File: config.mk
export PLATFORM = sky130hd
export DESIGN_NAME = regfile_wr_arbiter_flat
export DESIGN_NICKNAME = d
export VERILOG_FILES = /design/src/rtl/regfile_wr_arbiter_pkg.sv /design/src/rtl/regfile_wr_arbiter_if.sv /design/src/rtl/regfile_wr_arbiter_wb_fifo.sv /design/src/rtl/regfile_wr_arbiter.sv /design/src/flat_wrapper.sv
export SDC_FILE = /design/constraint.sdc
export NUM_CORES = 1
export LEC_CHECK = 0
export CELL_PAD_IN_SITES_DETAIL_PLACEMENT = 1
export CELL_PAD_IN_SITES_GLOBAL_PLACEMENT = 1
export CORE_MARGIN = 10
export CORE_UTILIZATION = 36
export CTS_BUF_LIST = sky130_fd_sc_hd__clkbuf_16
export DETAILED_ROUTE_END_ITERATION = 12
export MAX_ROUTING_LAYER = met4
export PLACE_DENSITY = 0.83
export SETUP_SLACK_MARGIN = 0.5
export SLEW_MARGIN = 20
export SYNTH_ARGS = -nofsm -noshare
export SYNTH_HDL_FRONTEND = slang
export SYNTH_SLANG_ARGS = --single-unit
File: constraint.sdc
create_clock -name clk_in -period 4.5 [get_ports clk_in]
set_clock_uncertainty 0.1 [all_clocks]
set_input_delay 0.9 -clock clk_in [delete_from_list [all_inputs] [get_ports clk_in]]
set_output_delay 0.9 -clock clk_in [all_outputs]
set_load 0.03 [all_outputs]
File: src/rtl/regfile_wr_arbiter_pkg.sv
// Shared processor widths plus the write-port arbiter defaults and types.
// Stands in for params_proc.v so every arbiter file imports one source of truth.
package regfile_wr_arbiter_pkg;

  localparam int DATA_WIDTH     = 32;
  localparam int REG_ADDR_WIDTH = 5;
  localparam int CTRL_WIDTH     = 8;

  localparam int ARB_FIFO_DEPTH   = 2;
  localparam int ARB_PTR_WIDTH    = 1;
  localparam int ARB_STARVE_LIMIT = 4;
  localparam int ARB_CNT_WIDTH    = 3;

  typedef logic signed [DATA_WIDTH-1:0] data_t;
  typedef logic [REG_ADDR_WIDTH-1:0]    addr_t;

  typedef struct packed {
    logic  valid;
    addr_t addr;
    data_t data;
  } fifo_entry_t;

  typedef enum logic [1:0] {
    GRANT_NONE,
    GRANT_A,
    GRANT_POP,
    GRANT_BYPASS
  } grant_e;

endpackage

File: src/rtl/regfile_wr_arbiter_if.sv
// Bus bundle between the pipeline/multi-cycle units and the register-file
// write arbiter; master drives requests, slave is the arbiter.
interface regfile_wr_arbiter_if
  import regfile_wr_arbiter_pkg::*;
#(
  parameter int PTR_WIDTH = ARB_PTR_WIDTH
);

  logic               wb_en;
  addr_t              wb_addr;
  data_t              wb_data;
  logic               mc_valid;
  logic               mc_ready;
  addr_t              mc_addr;
  data_t              mc_data;
  logic               rf_we;
  addr_t              rf_addr;
  data_t              rf_data;
  logic               stall_req;
  logic [PTR_WIDTH:0] fifo_count;

  modport master (
    output wb_en, wb_addr, wb_data, mc_valid, mc_addr, mc_data,
    input  mc_ready, rf_we, rf_addr, rf_data, stall_req, fifo_count
  );

  modport slave (
    input  wb_en, wb_addr, wb_data, mc_valid, mc_addr, mc_data,
    output mc_ready, rf_we, rf_addr, rf_data, stall_req, fifo_count
  );

endinterface

File: src/rtl/regfile_wr_arbiter_wb_fifo.sv
// Circular buffer of pending multi-cycle results with squash-by-address:
// entries overwritten by a newer pipeline write keep their slot but lose valid.
module regfile_wr_arbiter_wb_fifo
  import regfile_wr_arbiter_pkg::*;
#(
  parameter int DEPTH     = ARB_FIFO_DEPTH,
  parameter int PTR_WIDTH = ARB_PTR_WIDTH
) (
  input  logic               clk_in,
  input  logic               rst_n,
  input  logic               push,
  input  addr_t              push_addr,
  input  data_t              push_data,
  input  logic               pop,
  input  logic               squash_en,
  input  addr_t              squash_addr,
  output fifo_entry_t        head,
  output logic [PTR_WIDTH:0] count,
  output logic               full,
  output logic               empty
);

  fifo_entry_t          mem_q [DEPTH];
  logic [PTR_WIDTH-1:0] rd_ptr_q, rd_ptr_d;
  logic [PTR_WIDTH-1:0] wr_ptr_q, wr_ptr_d;
  logic [PTR_WIDTH:0]   count_q, count_d;
  logic                 push_valid;

  assign push_valid = !(squash_en && (push_addr == squash_addr));
  assign rd_ptr_d   = pop  ? rd_ptr_q + PTR_WIDTH'(1) : rd_ptr_q;
  assign wr_ptr_d   = push ? wr_ptr_q + PTR_WIDTH'(1) : wr_ptr_q;
  assign count_d    = count_q + (PTR_WIDTH+1)'(push) - (PTR_WIDTH+1)'(pop);

  always_ff @(posedge clk_in) begin
    if (!rst_n) begin
      rd_ptr_q <= '0;
      wr_ptr_q <= '0;
      count_q  <= '0;
      for (int i = 0; i < DEPTH; i++) begin
        mem_q[i].valid <= 1'b0;
      end
    end else begin
      for (int i = 0; i < DEPTH; i++) begin
        if (squash_en && (mem_q[i].addr == squash_addr)) begin
          mem_q[i].valid <= 1'b0;
        end
      end
      // The push slot is always free, so this never fights a squash of live data.
      if (push) begin
        mem_q[wr_ptr_q] <= '{valid: push_valid, addr: push_addr, data: push_data};
      end
      rd_ptr_q <= rd_ptr_d;
      wr_ptr_q <= wr_ptr_d;
      count_q  <= count_d;
    end
  end

  assign head  = mem_q[rd_ptr_q];
  assign count = count_q;
  assign full  = (count_q == (PTR_WIDTH+1)'(DEPTH));
  assign empty = (count_q == '0);

endmodule

File: src/rtl/regfile_wr_arbiter.sv
// Register-file write-port arbiter: pipeline writeback always wins, buffered
// multi-cycle results drain in idle slots, starvation raises a stall request.
module regfile_wr_arbiter
  import regfile_wr_arbiter_pkg::*;
#(
  parameter int FIFO_DEPTH   = ARB_FIFO_DEPTH,
  parameter int PTR_WIDTH    = ARB_PTR_WIDTH,
  parameter int STARVE_LIMIT = ARB_STARVE_LIMIT,
  parameter int CNT_WIDTH    = ARB_CNT_WIDTH
) (
  input logic                 clk_in,
  input logic                 RST,
  regfile_wr_arbiter_if.slave bus
);

  fifo_entry_t          head;
  logic [PTR_WIDTH:0]   fifo_count_w;
  logic [PTR_WIDTH:0]   count_next;
  logic                 fifo_full;
  logic                 fifo_empty;
  logic                 xfer;
  logic                 push;
  logic                 pop;
  grant_e               grant;

  logic                 rf_we_q, rf_we_d;
  addr_t                rf_addr_q, rf_addr_d;
  data_t                rf_data_q, rf_data_d;
  logic [CNT_WIDTH-1:0] starve_q, starve_d;
  logic                 stall_q, stall_d;

  // Ready depends on registered occupancy only; a same-cycle pop does not help.
  assign bus.mc_ready = !fifo_full;
  assign xfer         = bus.mc_valid && !fifo_full;

  always_comb begin
    grant = GRANT_NONE;
    if (bus.wb_en) begin
      grant = GRANT_A;
    end else if (!fifo_empty) begin
      grant = GRANT_POP;
    end else if (xfer) begin
      grant = GRANT_BYPASS;
    end
  end

  assign pop  = (grant == GRANT_POP);
  assign push = xfer && (grant != GRANT_BYPASS);

  regfile_wr_arbiter_wb_fifo #(
    .DEPTH     (FIFO_DEPTH),
    .PTR_WIDTH (PTR_WIDTH)
  ) u_wb_fifo (
    .clk_in      (clk_in),
    .rst_n       (RST),
    .push        (push),
    .push_addr   (bus.mc_addr),
    .push_data   (bus.mc_data),
    .pop         (pop),
    .squash_en   (bus.wb_en),
    .squash_addr (bus.wb_addr),
    .head        (head),
    .count       (fifo_count_w),
    .full        (fifo_full),
    .empty       (fifo_empty)
  );

  always_comb begin
    rf_we_d   = 1'b0;
    rf_addr_d = rf_addr_q;
    rf_data_d = rf_data_q;
    case (grant)
      GRANT_A: begin
        rf_we_d   = 1'b1;
        rf_addr_d = bus.wb_addr;
        rf_data_d = bus.wb_data;
      end
      GRANT_POP: begin
        if (head.valid) begin
          rf_we_d   = 1'b1;
          rf_addr_d = head.addr;
          rf_data_d = head.data;
        end
      end
      GRANT_BYPASS: begin
        rf_we_d   = 1'b1;
        rf_addr_d = bus.mc_addr;
        rf_data_d = bus.mc_data;
      end
      default: ;
    endcase
  end

  assign count_next = fifo_count_w + (PTR_WIDTH+1)'(push) - (PTR_WIDTH+1)'(pop);

  always_comb begin
    starve_d = starve_q;
    if (pop) begin
      starve_d = '0;
    end else if (!fifo_empty && bus.wb_en && (starve_q != CNT_WIDTH'(STARVE_LIMIT))) begin
      starve_d = starve_q + CNT_WIDTH'(1);
    end
  end

  // Stall stays up until the buffer is drained, dropping right after the last pop.
  assign stall_d = (count_next != '0) && (stall_q || (starve_d == CNT_WIDTH'(STARVE_LIMIT)));

  always_ff @(posedge clk_in) begin
    if (!RST) begin
      rf_we_q   <= 1'b0;
      rf_addr_q <= '0;
      rf_data_q <= '0;
      starve_q  <= '0;
      stall_q   <= 1'b0;
    end else begin
      rf_we_q   <= rf_we_d;
      rf_addr_q <= rf_addr_d;
      rf_data_q <= rf_data_d;
      starve_q  <= starve_d;
      stall_q   <= stall_d;
    end
  end

  assign bus.rf_we      = rf_we_q;
  assign bus.rf_addr    = rf_addr_q;
  assign bus.rf_data    = rf_data_q;
  assign bus.stall_req  = stall_q;
  assign bus.fifo_count = fifo_count_w;

endmodule

File: src/flat_wrapper.sv
// flat-port wrapper written by rule: the top's interface ports become plain ports
module regfile_wr_arbiter_flat import regfile_wr_arbiter_pkg::*;
#(
  parameter int FIFO_DEPTH   = ARB_FIFO_DEPTH,
  parameter int PTR_WIDTH    = ARB_PTR_WIDTH,
  parameter int STARVE_LIMIT = ARB_STARVE_LIMIT,
  parameter int CNT_WIDTH    = ARB_CNT_WIDTH
)
  (clk_in, RST, bus_wb_en, bus_wb_addr, bus_wb_data, bus_mc_valid, bus_mc_addr, bus_mc_data, bus_mc_ready, bus_rf_we, bus_rf_addr, bus_rf_data, bus_stall_req, bus_fifo_count);
  regfile_wr_arbiter_if #(.PTR_WIDTH(PTR_WIDTH)) bus_i ();
  input logic clk_in;
  input logic RST;
  input wire logic [$bits(bus_i.wb_en)-1:0] bus_wb_en;
  input wire logic [$bits(bus_i.wb_addr)-1:0] bus_wb_addr;
  input wire logic [$bits(bus_i.wb_data)-1:0] bus_wb_data;
  input wire logic [$bits(bus_i.mc_valid)-1:0] bus_mc_valid;
  input wire logic [$bits(bus_i.mc_addr)-1:0] bus_mc_addr;
  input wire logic [$bits(bus_i.mc_data)-1:0] bus_mc_data;
  output wire logic [$bits(bus_i.mc_ready)-1:0] bus_mc_ready;
  output wire logic [$bits(bus_i.rf_we)-1:0] bus_rf_we;
  output wire logic [$bits(bus_i.rf_addr)-1:0] bus_rf_addr;
  output wire logic [$bits(bus_i.rf_data)-1:0] bus_rf_data;
  output wire logic [$bits(bus_i.stall_req)-1:0] bus_stall_req;
  output wire logic [$bits(bus_i.fifo_count)-1:0] bus_fifo_count;
  assign bus_i.wb_en = bus_wb_en;
  assign bus_i.wb_addr = bus_wb_addr;
  assign bus_i.wb_data = bus_wb_data;
  assign bus_i.mc_valid = bus_mc_valid;
  assign bus_i.mc_addr = bus_mc_addr;
  assign bus_i.mc_data = bus_mc_data;
  assign bus_mc_ready = bus_i.mc_ready;
  assign bus_rf_we = bus_i.rf_we;
  assign bus_rf_addr = bus_i.rf_addr;
  assign bus_rf_data = bus_i.rf_data;
  assign bus_stall_req = bus_i.stall_req;
  assign bus_fifo_count = bus_i.fifo_count;
  regfile_wr_arbiter #(.FIFO_DEPTH(FIFO_DEPTH), .PTR_WIDTH(PTR_WIDTH), .STARVE_LIMIT(STARVE_LIMIT), .CNT_WIDTH(CNT_WIDTH)) u_core (.clk_in(clk_in), .RST(RST), .bus(bus_i));
endmodule
# After elaboration in Yosys (flattened, before gate mapping)
# Memories as Yosys holds them, arrays and structs flattened. A register that Yosys moved wholly into a read port is not among the register bits.
# Cells that the tools add are included.
[totals] register_bits=46 ram_bits=76 in_bits=78 mem_count=1
[op_classes] addsub=5 eq_ne=11 mux=25 bitwise_logic=2 n_reduce_logical=17
[mem_list] memory="u_core.u_wb_fifo.mem_q" depth=2 word_bits=38 rd=3 rd_clocked_by_memory_dff=1 wr=3 line_no="regfile_wr_arbiter_wb_fifo.sv:23" rtl="fifo_entry_t mem_q [DEPTH];"
[ops] cell="case mux 32 bit (3 select lines)" count=1
[ops] cell="two-way mux 32 bit" count=1
[ops] cell="equality test 5 bit" count=3
[ops] cell="two-way mux 1 bit" count=15
[ops] cell="case mux 5 bit (3 select lines)" count=1
[ops] cell="logical AND 1 bit" count=8
[ops] cell="equality test 2 bit, second input constant" count=3
[ops] cell="two-way mux 2 bit" count=3
[ops] cell="two-way mux 3 bit" count=2
[ops] cell="two-way mux 5 bit" count=1
[ops] cell="adder 3 x 1 -> 3 bit, second input constant" count=1
[ops] cell="equality test 3 bit, second input constant" count=1
[ops] cell="logical NOT 1 bit" count=3
[ops] cell="!= test 3 bit, second input constant" count=1
[ops] cell="nonzero test 3 bit" count=1
[ops] cell="adder 1 bit, second input constant" count=2
[ops] cell="adder 2 x 1 -> 2 bit" count=1
[ops] cell="equality test 2 x 1 -> 1 bit, second input constant" count=1
[ops] cell="logical NOT 2 bit" count=1
[ops] cell="!= test 2 x 1 -> 1 bit, second input constant" count=1
[ops] cell="!= test 2 bit, second input constant" count=1
[ops] cell="bitwise OR 1 bit" count=2
[ops] cell="case mux 1 bit (2 select lines)" count=1
[ops] cell="AND reduction 2 bit" count=1
[ops] cell="other kinds (4)" count=4

# Longest topological paths before layout
# Gate-level depths: netlist of run 1.
[depth] ltp_word=12 ltp_mapped=9

# Hierarchy
# A second synthesis of run 1 with hierarchy kept.
[unflattened] cells_unflattened=513 hier_area_um2=5786.8
[modules_own_cells] mod="regfile_wr_arbiter_wb_fifo" instances=1 cells_per_inst=167 area_each_um2=3265.6 seq_area_each_um2=2382.3
[modules_own_cells] mod="regfile_wr_arbiter" instances=1 cells_per_inst=346 area_each_um2=2521.2 seq_area_each_um2=840.8

# Worst setup path before layout of run 1
# Ideal clock, no wire load.
[synth_timing] kind="input -> register" start="in bus_wb_en" end="mem u_core.u_wb_fifo.mem_q[0][0] (netlist name) (enable)" setup_ns=0.487 t_arrival_ns=4.159 t_required_ns=3.913 setup_slack_ns=-0.246 path_stages=4 n_path_buf=1 cell_sequence="buf_4 > nor2b_1 > o21ai_0 > nor3b_1"
[synth_rtl] element="start: declaration" line_no="flat_wrapper.sv:13" rtl="input wire logic [$bits(bus_i.wb_en)-1:0] bus_wb_en;"
[synth_rtl] element="end: declaration" line_no="regfile_wr_arbiter_wb_fifo.sv:23"

==> metrics.log, run 1 <==
INFO  metric grt_max_degree = between 50 and 60
INFO  metric routed-via-count = ~3900
INFO  metric slew_headroom = approximately a quarter
INFO  metric reg_to_reg_startpoint = u_core.u_wb_fifo.count[1]
INFO  metric timing.critical_path.slowest_cell_delay = 620 ps
INFO  metric netlist-cell-type-count = between 40 and 50
INFO  metric nNetsFinal = 591
INFO  metric clk_pin_slew = 60 ps
INFO  metric report.final.hold_viol_count = 0
INFO  metric rsz0062_at_grt = false
INFO  metric layout.area.seq = about 3200 µm²
INFO  metric cts_htree_levels = 4
INFO  metric mostFrequentLayoutCell = sky130_fd_sc_hd__clkdlybuf4s50_1
INFO  metric drt_iter0_markers = between 300 and 400
INFO  metric grt.overflow.total = 0
INFO  metric setup-tns-final = 0 ps
INFO  metric ant_nets = 0
INFO  metric ctsLongestPathBuffers = 2
INFO  metric layout-drive-gt1-share = ~17%
INFO  metric syn_area = between 5000 and 6000 µm²
INFO  metric share_of_the_synthesized_area_in_the_top_cell_type = 43.9%
INFO  metric synth_cells = approximately 390
INFO  metric tritoncts = done
INFO  metric drt-vias-per-instance = 5.56
INFO  metric finalCoreUtilization = between 50 and 60%
INFO  metric crit-reg2reg-capture = u_core.u_wb_fifo.mem_q[1][26]
INFO  metric netlist.top_cell.by_area = sky130_fd_sc_hd__edfxtp_1
INFO  metric fillers = ~1400
INFO  metric clock_latency_late_sink = around 420 ps
INFO  metric final_cell_area = ~7200 µm²
INFO  metric worst-r2r-setup-slack = between 1500 and 2000 ps
INFO  metric outcome = finished clean
INFO  metric drc = 0
INFO  metric cts.sink_count = between 100 and 150
INFO  metric layout_worst_path_cycle_share = 73.2%
INFO  metric mappedNetlistNets = about 480
INFO  metric die_height = 140 µm
INFO  metric clockRootBuffer = sky130_fd_sc_hd__clkbuf_16
INFO  metric maximum_frequency_from_static_timing_analysis = 304 MHz
INFO  metric multiInputGateArea = about 1800 µm²
INFO  metric initial_antenna_violation_count = 2
INFO  metric report.final.setup_viol = 0
INFO  metric wire_length_of_the_first_global_routing_pass = approximately 24 mm
INFO  metric cts_hold_buf = 0
INFO  metric worstMarginPinSlew = approximately 1100 ps
INFO  metric first_global_vias = about 4400
INFO  metric met3_usage = between 4 and 5%
INFO  metric yosysWarnings = 0
INFO  metric timing.final.max_slew_violations = 0
INFO  metric post_cts_resized = 0
INFO  metric worstHoldEndpoint = u_core.bus.rf_data[3]
INFO  metric detailed_place.area = 6560 µm²
INFO  metric dr.pass1.iters = 7
INFO  metric critical_path_data_arrival_time = approximately 3400 ps
INFO  metric mostFrequentLayoutCells = sky130_fd_sc_hd__clkdlybuf4s50_1, sky130_fd_sc_hd__edfxtp_1, sky130_fd_sc_hd__dfxtp_1
INFO  metric crit_path_cell_trace = clkdlybuf4s50_1 -> nor2b_1 -> o21ai_0 -> or2_2 -> clkinv_1 -> buf_12
INFO  metric finalWeightedCongestion = 0.793
INFO  metric syn2layout_area_growth = 37.9%
INFO  metric cp_slowest_cell = sky130_fd_sc_hd__clkinv_1
INFO  metric synth_enable_flop_cells = 76
INFO  metric core.rowCount = 43
INFO  metric gr-usage-all-layers = roughly 16%
INFO  metric grtUsageMet2 = 26.4%
INFO  metric critical_path.startpoint_type = input pin
INFO  metric post_synth_main_area_contributors = sky130_fd_sc_hd__edfxtp_1, sky130_fd_sc_hd__dfxtp_1, sky130_fd_sc_hd__mux2_2, sky130_fd_sc_hd__a222oi_1, sky130_fd_sc_hd__a21oi_1
INFO  metric fp.dieArea = 19700 µm²
INFO  metric avgSynthCellArea = between 10 and 15 µm²
INFO  metric boundaryPins = between 100 and 150
INFO  metric port_buffers = 119
INFO  metric routed_wl = between 15 and 20 mm
INFO  metric cp.required = roughly 4600 ps
INFO  metric asyncSetResetFlopFracSynth = 0%
INFO  metric post_drt_wl_per_cell = between 20 and 25 µm
INFO  metric worstSetupEndpointType = register
INFO  metric floorplan.core_area = about 14000 µm²
INFO  metric finalWorstPathRequiredPeriod = about 3300 ps
INFO  metric holdPathStages = 2
INFO  metric cap_viol_max_count = 0
INFO  metric power.density_cell_area = about 570 nW/µm²
INFO  metric place.detailed.hpwl = ~10 mm
INFO  metric die_w = roughly 140 µm
INFO  metric leakagePower = 2.43 nW
INFO  metric effective_utilization_at_floorplan = between 30% and 40%
INFO  metric tritoncts.num_buffers = 17
INFO  metric timing.hold.worst.start = u_core.bus.rf_data[3]
INFO  metric timing.setup.critical_path_class = input pin to register
INFO  metric yosys_register_bits = between 100 and 150
INFO  metric met1_usage = between 10% and 20%
INFO  metric cts_setup_buffers = 0
INFO  metric peakVddDrop = about 0.29 mV
INFO  metric ys_dominant_reg_cell = sky130_fd_sc_hd__edfxtp_1
INFO  metric grt_most_used_layer = met2
INFO  metric number_of_cells_on_the_worst_reg_to_reg_path = 5
INFO  metric hold_path.class = register to register
INFO  metric worst-path-max-fanout = 20
INFO  metric seq_area_frac_synth = approximately three fifths
[state kept, by name, indices dropped and copies added (netlist names), named ones only]
signal and flops:
u_core.starve_q 3, u_core.u_wb_fifo.wr_ptr_q 1, u_core.u_wb_fifo.rd_ptr_q 1, u_core.u_wb_fifo.mem_q 76, u_core.bus.rf_we 1, u_core.bus.rf_addr 5
u_core.u_wb_fifo.count 2, u_core.bus.stall_req 1, u_core.bus.rf_data 32
[worst max-delay path: cells and delay by family]
family,cells,cell delay (ps)
compound gates,1,510
buf+inv,3,1510
simple gates,2,430
[metrics by stage]
stage | worst slack (ps) | hold WS [ps] | std cells | total power (W)
6_report | 1210 | 427 | 705 | 0.00408
5_1_grt | 994 | 460 | 705 | 0.00426
4_1_cts | 1180 | 428 | 703 | 0.00412
3_5_place_dp | 796 | 416 | 671 | 0.00270
3_3_place_gp | 892 | 407 | 671 | 0.00264
2_1_floorplan | 1070 | 376 | 394 | 0.00222
[layout make-up]
cell class,instances,share of cell area [%]
clock buffers,17,5.93
inverters,6,0.314
flip-flops and latches,123,45.0
repair buffers,129,17.8
multi-input cells,233,25.3
clock inverters,15,2.53
diodes,2,0.0698
well taps,180,3.14
[power breakdown]
group	internal (W)	switching (W)	leakage, nW
registers	0.00136	0.0000983	1.08
clock network	0.000914	0.000490	0.302
logic	0.000512	0.000702	1.04
total	0.00279	0.00129	2.43
[routing by layer]
metal	share of wire, %	routed length (µm)	vias up
met5	0	0	-
met2	50	7700	139
li1	-	-	1797
met3	5.5	846	20
met4	1.9	295	0
met1	42	6530	1961
[synth_stat cells (2+ instances only)]
| cell type | count |
|---|---|
| sky130_fd_sc_hd__xor2_1 | 12 |
| sky130_fd_sc_hd__mux2_2 | 38 |
| sky130_fd_sc_hd__and2_1 | 5 |
| sky130_fd_sc_hd__or2_2 | 2 |
| sky130_fd_sc_hd__buf_6 | 3 |
| sky130_fd_sc_hd__nor3_1 | 2 |
| sky130_fd_sc_hd__o21ai_1 | 7 |
| sky130_fd_sc_hd__o2bb2ai_1 | 3 |
| sky130_fd_sc_hd__inv_1 | 6 |
| sky130_fd_sc_hd__ha_1 | 3 |
| sky130_fd_sc_hd__nand3_1 | 5 |
| sky130_fd_sc_hd__a22oi_1 | 2 |
| sky130_fd_sc_hd__buf_2 | 14 |
| sky130_fd_sc_hd__xnor2_1 | 5 |
| sky130_fd_sc_hd__a222oi_1 | 37 |
| sky130_fd_sc_hd__clkbuf_1 | 12 |
| sky130_fd_sc_hd__o21ai_0 | 32 |
| sky130_fd_sc_hd__edfxtp_1 | 76 |
| sky130_fd_sc_hd__nor2_1 | 3 |
| sky130_fd_sc_hd__nand2b_1 | 4 |
| sky130_fd_sc_hd__a21oi_1 | 39 |
| sky130_fd_sc_hd__nand2_1 | 4 |
| sky130_fd_sc_hd__nor2b_1 | 8 |
| sky130_fd_sc_hd__dfxtp_1 | 47 |
| sky130_fd_sc_hd__nor4_1 | 4 |
| sky130_fd_sc_hd__buf_4 | 2 |
[logic make-up after synthesis]
group	after synthesis	share of synthesized area, %
muxes	39	8.42
adders and majority gates	3	0.722
and+or+nand+nor	43	5.05
xor gates and xnor gates	17	2.86
buffers and inverters	38	3.68
AOI/OAI and AO/OA	131	17.3
DFF	123	62.0
[worst max-delay path by stage]
stage | depth (start not counted) | slack (ps) | startpoint | end
after global placement | 6 | 890 | bus_wb_en | u_core.u_wb_fifo.mem_q[1][7]
after global routing | 6 | 990 | bus_wb_en | u_core.u_wb_fifo.mem_q[1][32]
after floorplan | 4 | 1070 | bus_wb_en | u_core.u_wb_fifo.mem_q[0][0]
after detailed placement | 6 | 800 | bus_wb_en | u_core.u_wb_fifo.mem_q[1][4]
final | 6 | 1210 | bus_wb_en | u_core.u_wb_fifo.mem_q[1][26]
after CTS | 6 | 1180 | bus_wb_en | u_core.u_wb_fifo.mem_q[1][26]
Note: power is estimated with default switching activity, not from simulation.
==> run 2: changes to the inputs <==
==> constraint.sdc (replaced) <==
create_clock -name clk_in -period 2.63 [get_ports clk_in]
set_clock_uncertainty 0.1 [all_clocks]
set_input_delay 0.526 -clock clk_in [delete_from_list [all_inputs] [get_ports clk_in]]
set_output_delay 0.526 -clock clk_in [all_outputs]
set_load 0.03 [all_outputs]
==> metrics.log, run 2 (synthesis gave the netlist of run 1 again) <==
INFO  metric outcome = finished clean
INFO  metric placement.setup.worst_slack = -29.3 ps (-825 ps)
INFO  metric ant_nets = 0 (unchanged)
INFO  metric cp.required = 2000 ps (-2570 ps)
INFO  metric initial_antenna_violation_count = 0 (-2)
INFO  metric fillers = 1407 (-0.78%)
INFO  metric critical_path.startpoint_type = register
INFO  metric report.final.setup_viol = 0 (unchanged)
INFO  metric die_height = 140 µm (unchanged)
INFO  metric syn2layout_area_growth = 40.2%
INFO  metric clk_pin_slew = 50 ps (about the same)
INFO  metric drc = 0 (unchanged)
INFO  metric finalWeightedCongestion = 0.741 (-6.6%)
INFO  metric worst-r2r-setup-slack = 720 ps (-860 ps)
INFO  metric routed-via-count = 4004 (+2.2%)
INFO  metric power.density_cell_area = 949 nW/µm² (+67%)
INFO  metric drt_iter0_markers = 450 (+16%)
INFO  metric internal_portion_of_total_power = 0.00468 W (+68%)
INFO  metric clockRootBuffer = sky130_fd_sc_hd__clkbuf_16
INFO  metric peakVddDrop = 0.557 mV (+89%)
INFO  metric critPathBufInv = 1 (-2)
INFO  metric maximum_frequency_from_static_timing_analysis = approximately 480 MHz
INFO  metric largest_reg_flops = 76 (unchanged)
INFO  metric port_buffers = 119 (unchanged)
INFO  metric timing.final.ws_setup = 551 ps (-657 ps)
INFO  metric report.final.hold_viol_count = 0 (unchanged)
INFO  metric drt-vias-per-instance = 5.63 (+1.4%)
INFO  metric regMostFlops = u_core.u_wb_fifo.mem_q
INFO  metric finalWorstPathRequiredPeriod = approximately 2100 ps
INFO  metric clock_latency_late_sink = 420 ps (about the same)
INFO  metric cap_viol_max_count = 0 (unchanged)
INFO  metric boundaryPins = 120 (unchanged)
INFO  metric grt.overflow.total = 0 (unchanged)
INFO  metric first_global_vias = 4297 (-2.7%)
INFO  metric worst-path-max-fanout = 2 (-90%)
INFO  metric wire_length_of_the_first_global_routing_pass = 23.8 mm (-1.3%)
INFO  metric cts.sink_count = 123 (unchanged)
INFO  metric tritoncts.num_buffers = 17 (unchanged)
INFO  metric timing.critical_path.slowest_cell_delay = 690 ps (+70 ps)
INFO  metric post_drt_wl_per_cell = 21.7 µm (-0.63%)
INFO  metric routed_wl = 15.4 mm (+0.21%)
INFO  metric cp_top_family = buffers and inverters
INFO  metric layout-drive-gt1-share = 18.3% (+1.7 points)
INFO  metric nNetsFinal = 598 (+1.2%)
INFO  metric slew_headroom = 54.6% (+29 points)
INFO  metric worstSetupEndpointType = output port
INFO  metric power.clock.fraction = 32.9% (-1.5 points)
INFO  metric critical_path_data_arrival_time = 1450 ps (-1910 ps)
INFO  metric ctsLongestPathBuffers = 2 (unchanged)
INFO  metric tritoncts = done
INFO  metric cts_htree_levels = 4 (unchanged)
INFO  metric final_cell_area = 7290 µm² (+1.7%)
INFO  metric grt_max_degree = 49 (-3.9%)
INFO  metric layout_worst_path_cycle_share = just under 80%
INFO  metric cts_setup_buffers = 0 (unchanged)
INFO  metric mostFrequentLayoutCell = sky130_fd_sc_hd__clkdlybuf4s50_1
INFO  metric timing.setup.critical_path_class = register to output port
INFO  metric detailed_place.area = 6680 µm² (+1.8%)
INFO  metric crit_path_cell_trace = clkdlybuf4s50_1
INFO  metric leakagePower = 2.57 nW (+5.9%)
INFO  metric core.rowCount = 43 (unchanged)
INFO  metric place.detailed.hpwl = 9.82 mm (-3.0%)
INFO  metric switchingPower = 0.00224 W (+73%)
INFO  metric die_w = 140 µm (unchanged)
INFO  metric power.share.switching = 32.3% (+0.69 points)
INFO  metric floorplan.core_area = 14000 µm² (unchanged)
INFO  metric share_of_power_burned_in_registers = 36.4% (+0.6 points)
INFO  metric fin_total_pwr = 0.00692 W (+70%)
INFO  metric mostFrequentLayoutCells = sky130_fd_sc_hd__clkdlybuf4s50_1, sky130_fd_sc_hd__edfxtp_1, sky130_fd_sc_hd__dfxtp_1
INFO  metric proportion_of_power_drawn_by_combinational_gates = 30.7% (+0.9 points)
INFO  metric dr.pass1.iters = 8 (+1)
INFO  metric worstMarginPinSlew = 679 ps (-432 ps)
INFO  metric timing.final.max_slew_violations = 0 (unchanged)
INFO  metric effective_utilization_at_floorplan = 37.0% (unchanged)
INFO  metric hold_path.class = input pin to register
INFO  metric fp.dieArea = 19700 µm² (unchanged)
INFO  metric setup-tns-final = 0 ps (unchanged)
INFO  metric gr-usage-all-layers = 15.7% (-0.20 points)
INFO  metric cp_slowest_cell = sky130_fd_sc_hd__clkdlybuf4s50_1
INFO  metric rsz0062_at_grt = false
==> run 2: cell types whose count changed in the layout (fill, tap and decap cells not counted), moves of 2 or more <==
| cell | delta |
|---|---|
| sky130_fd_sc_hd__clkinvlp_4 | +3 |
| sky130_fd_sc_hd__clkdlybuf4s50_1 | -13 |
| sky130_fd_sc_hd__dlygate4sd2_1 | +6 |
| sky130_fd_sc_hd__bufinv_16 | -2 |
| sky130_fd_sc_hd__dfxtp_1 | -2 |
| sky130_fd_sc_hd__dlymetal6s2s_1 | +7 |
| sky130_fd_sc_hd__clkinv_2 | -3 |
| sky130_fd_sc_hd__buf_12 | +4 |
==> run 2: area by class of cell <==
class / count / area [µm²] / share of cell area (%)
antenna: 1 / 2.50 / 0.0343
clock buffer: 18 / 450 / 6.18
clock inverter: 14 / 126 / 1.73
inverter: 6 / 26.3 / 0.360
multi-input combinational: 234 / 1850 / 25.4
sequential: 123 / 3230 / 44.3
tap: 180 / 225 / 3.09
timing repair buffer: 135 / 1380 / 19.0
==> run 2: per-stage QoR <==
step                      cells  hold WS [ps]  util (%)
after floorplan             394           398         -
after global placement      677           409      47.6
after detailed placement    677           424      47.6
after CTS                   709           266      51.6
after global routing        710           291      51.9
final                       711           294      51.9
==> run 2: power by group through the flow <==
| stage | Sequential (W) | Combinational, W | Clock, W |
|---|---|---|---|
| finish | 0.00252 | 0.00212 | 0.00228 |
| global route | 0.00255 | 0.00228 | 0.00239 |
| CTS | 0.00252 | 0.00213 | 0.00233 |
| detailed placement | 0.00255 | 0.00211 | 0 |
| global placement | 0.00253 | 0.00206 | 0 |
| floorplan | 0.00284 | 0.000986 | 0 |
==> run 2: path summary, 6_finish.rpt <==
path / startpoint / to / depth (start not counted)
max: u_core.bus.rf_data[3] / bus_rf_data[3] / 1
min: RST / u_core.u_wb_fifo.wr_ptr_q / 2
max reg2reg: u_core.u_wb_fifo.count[1] / u_core.bus.stall_req / 7
min reg2reg: u_core.bus.rf_data[1] / u_core.bus.rf_data[1] / 2
==> run 2: what timing repair did <==
action,CTS,global route
endpoints found under the setup margin,43,45
hold buffers,0,0
gates resized for setup,8,9
pin swaps,1,1
cloned,0,1
hold endpoints to repair,0,0
==> run 2: worst register-to-register path, stage by stage (launching register included) <==
cell and delay, ps:
sky130_fd_sc_hd__dfxtp_2 490, sky130_fd_sc_hd__nor2b_4 80, sky130_fd_sc_hd__o311a_1 330, sky130_fd_sc_hd__ha_1 240, sky130_fd_sc_hd__nand2b_1 160, sky130_fd_sc_hd__o221ai_1 190
sky130_fd_sc_hd__o32ai_1 100, sky130_fd_sc_hd__nor3_1 140
==> run 2: layer usage <==
layer  track usage (%)  vias up  share of wire, %  routed length (µm)
li1                  -     1812                 -                   -
met1              17.6     2003                42                6400
met2              25.6      171                50                7770
met3              5.34       18               6.6                1020
met4              5.38        0               1.4                 209
met5                 -        -                 0                   0
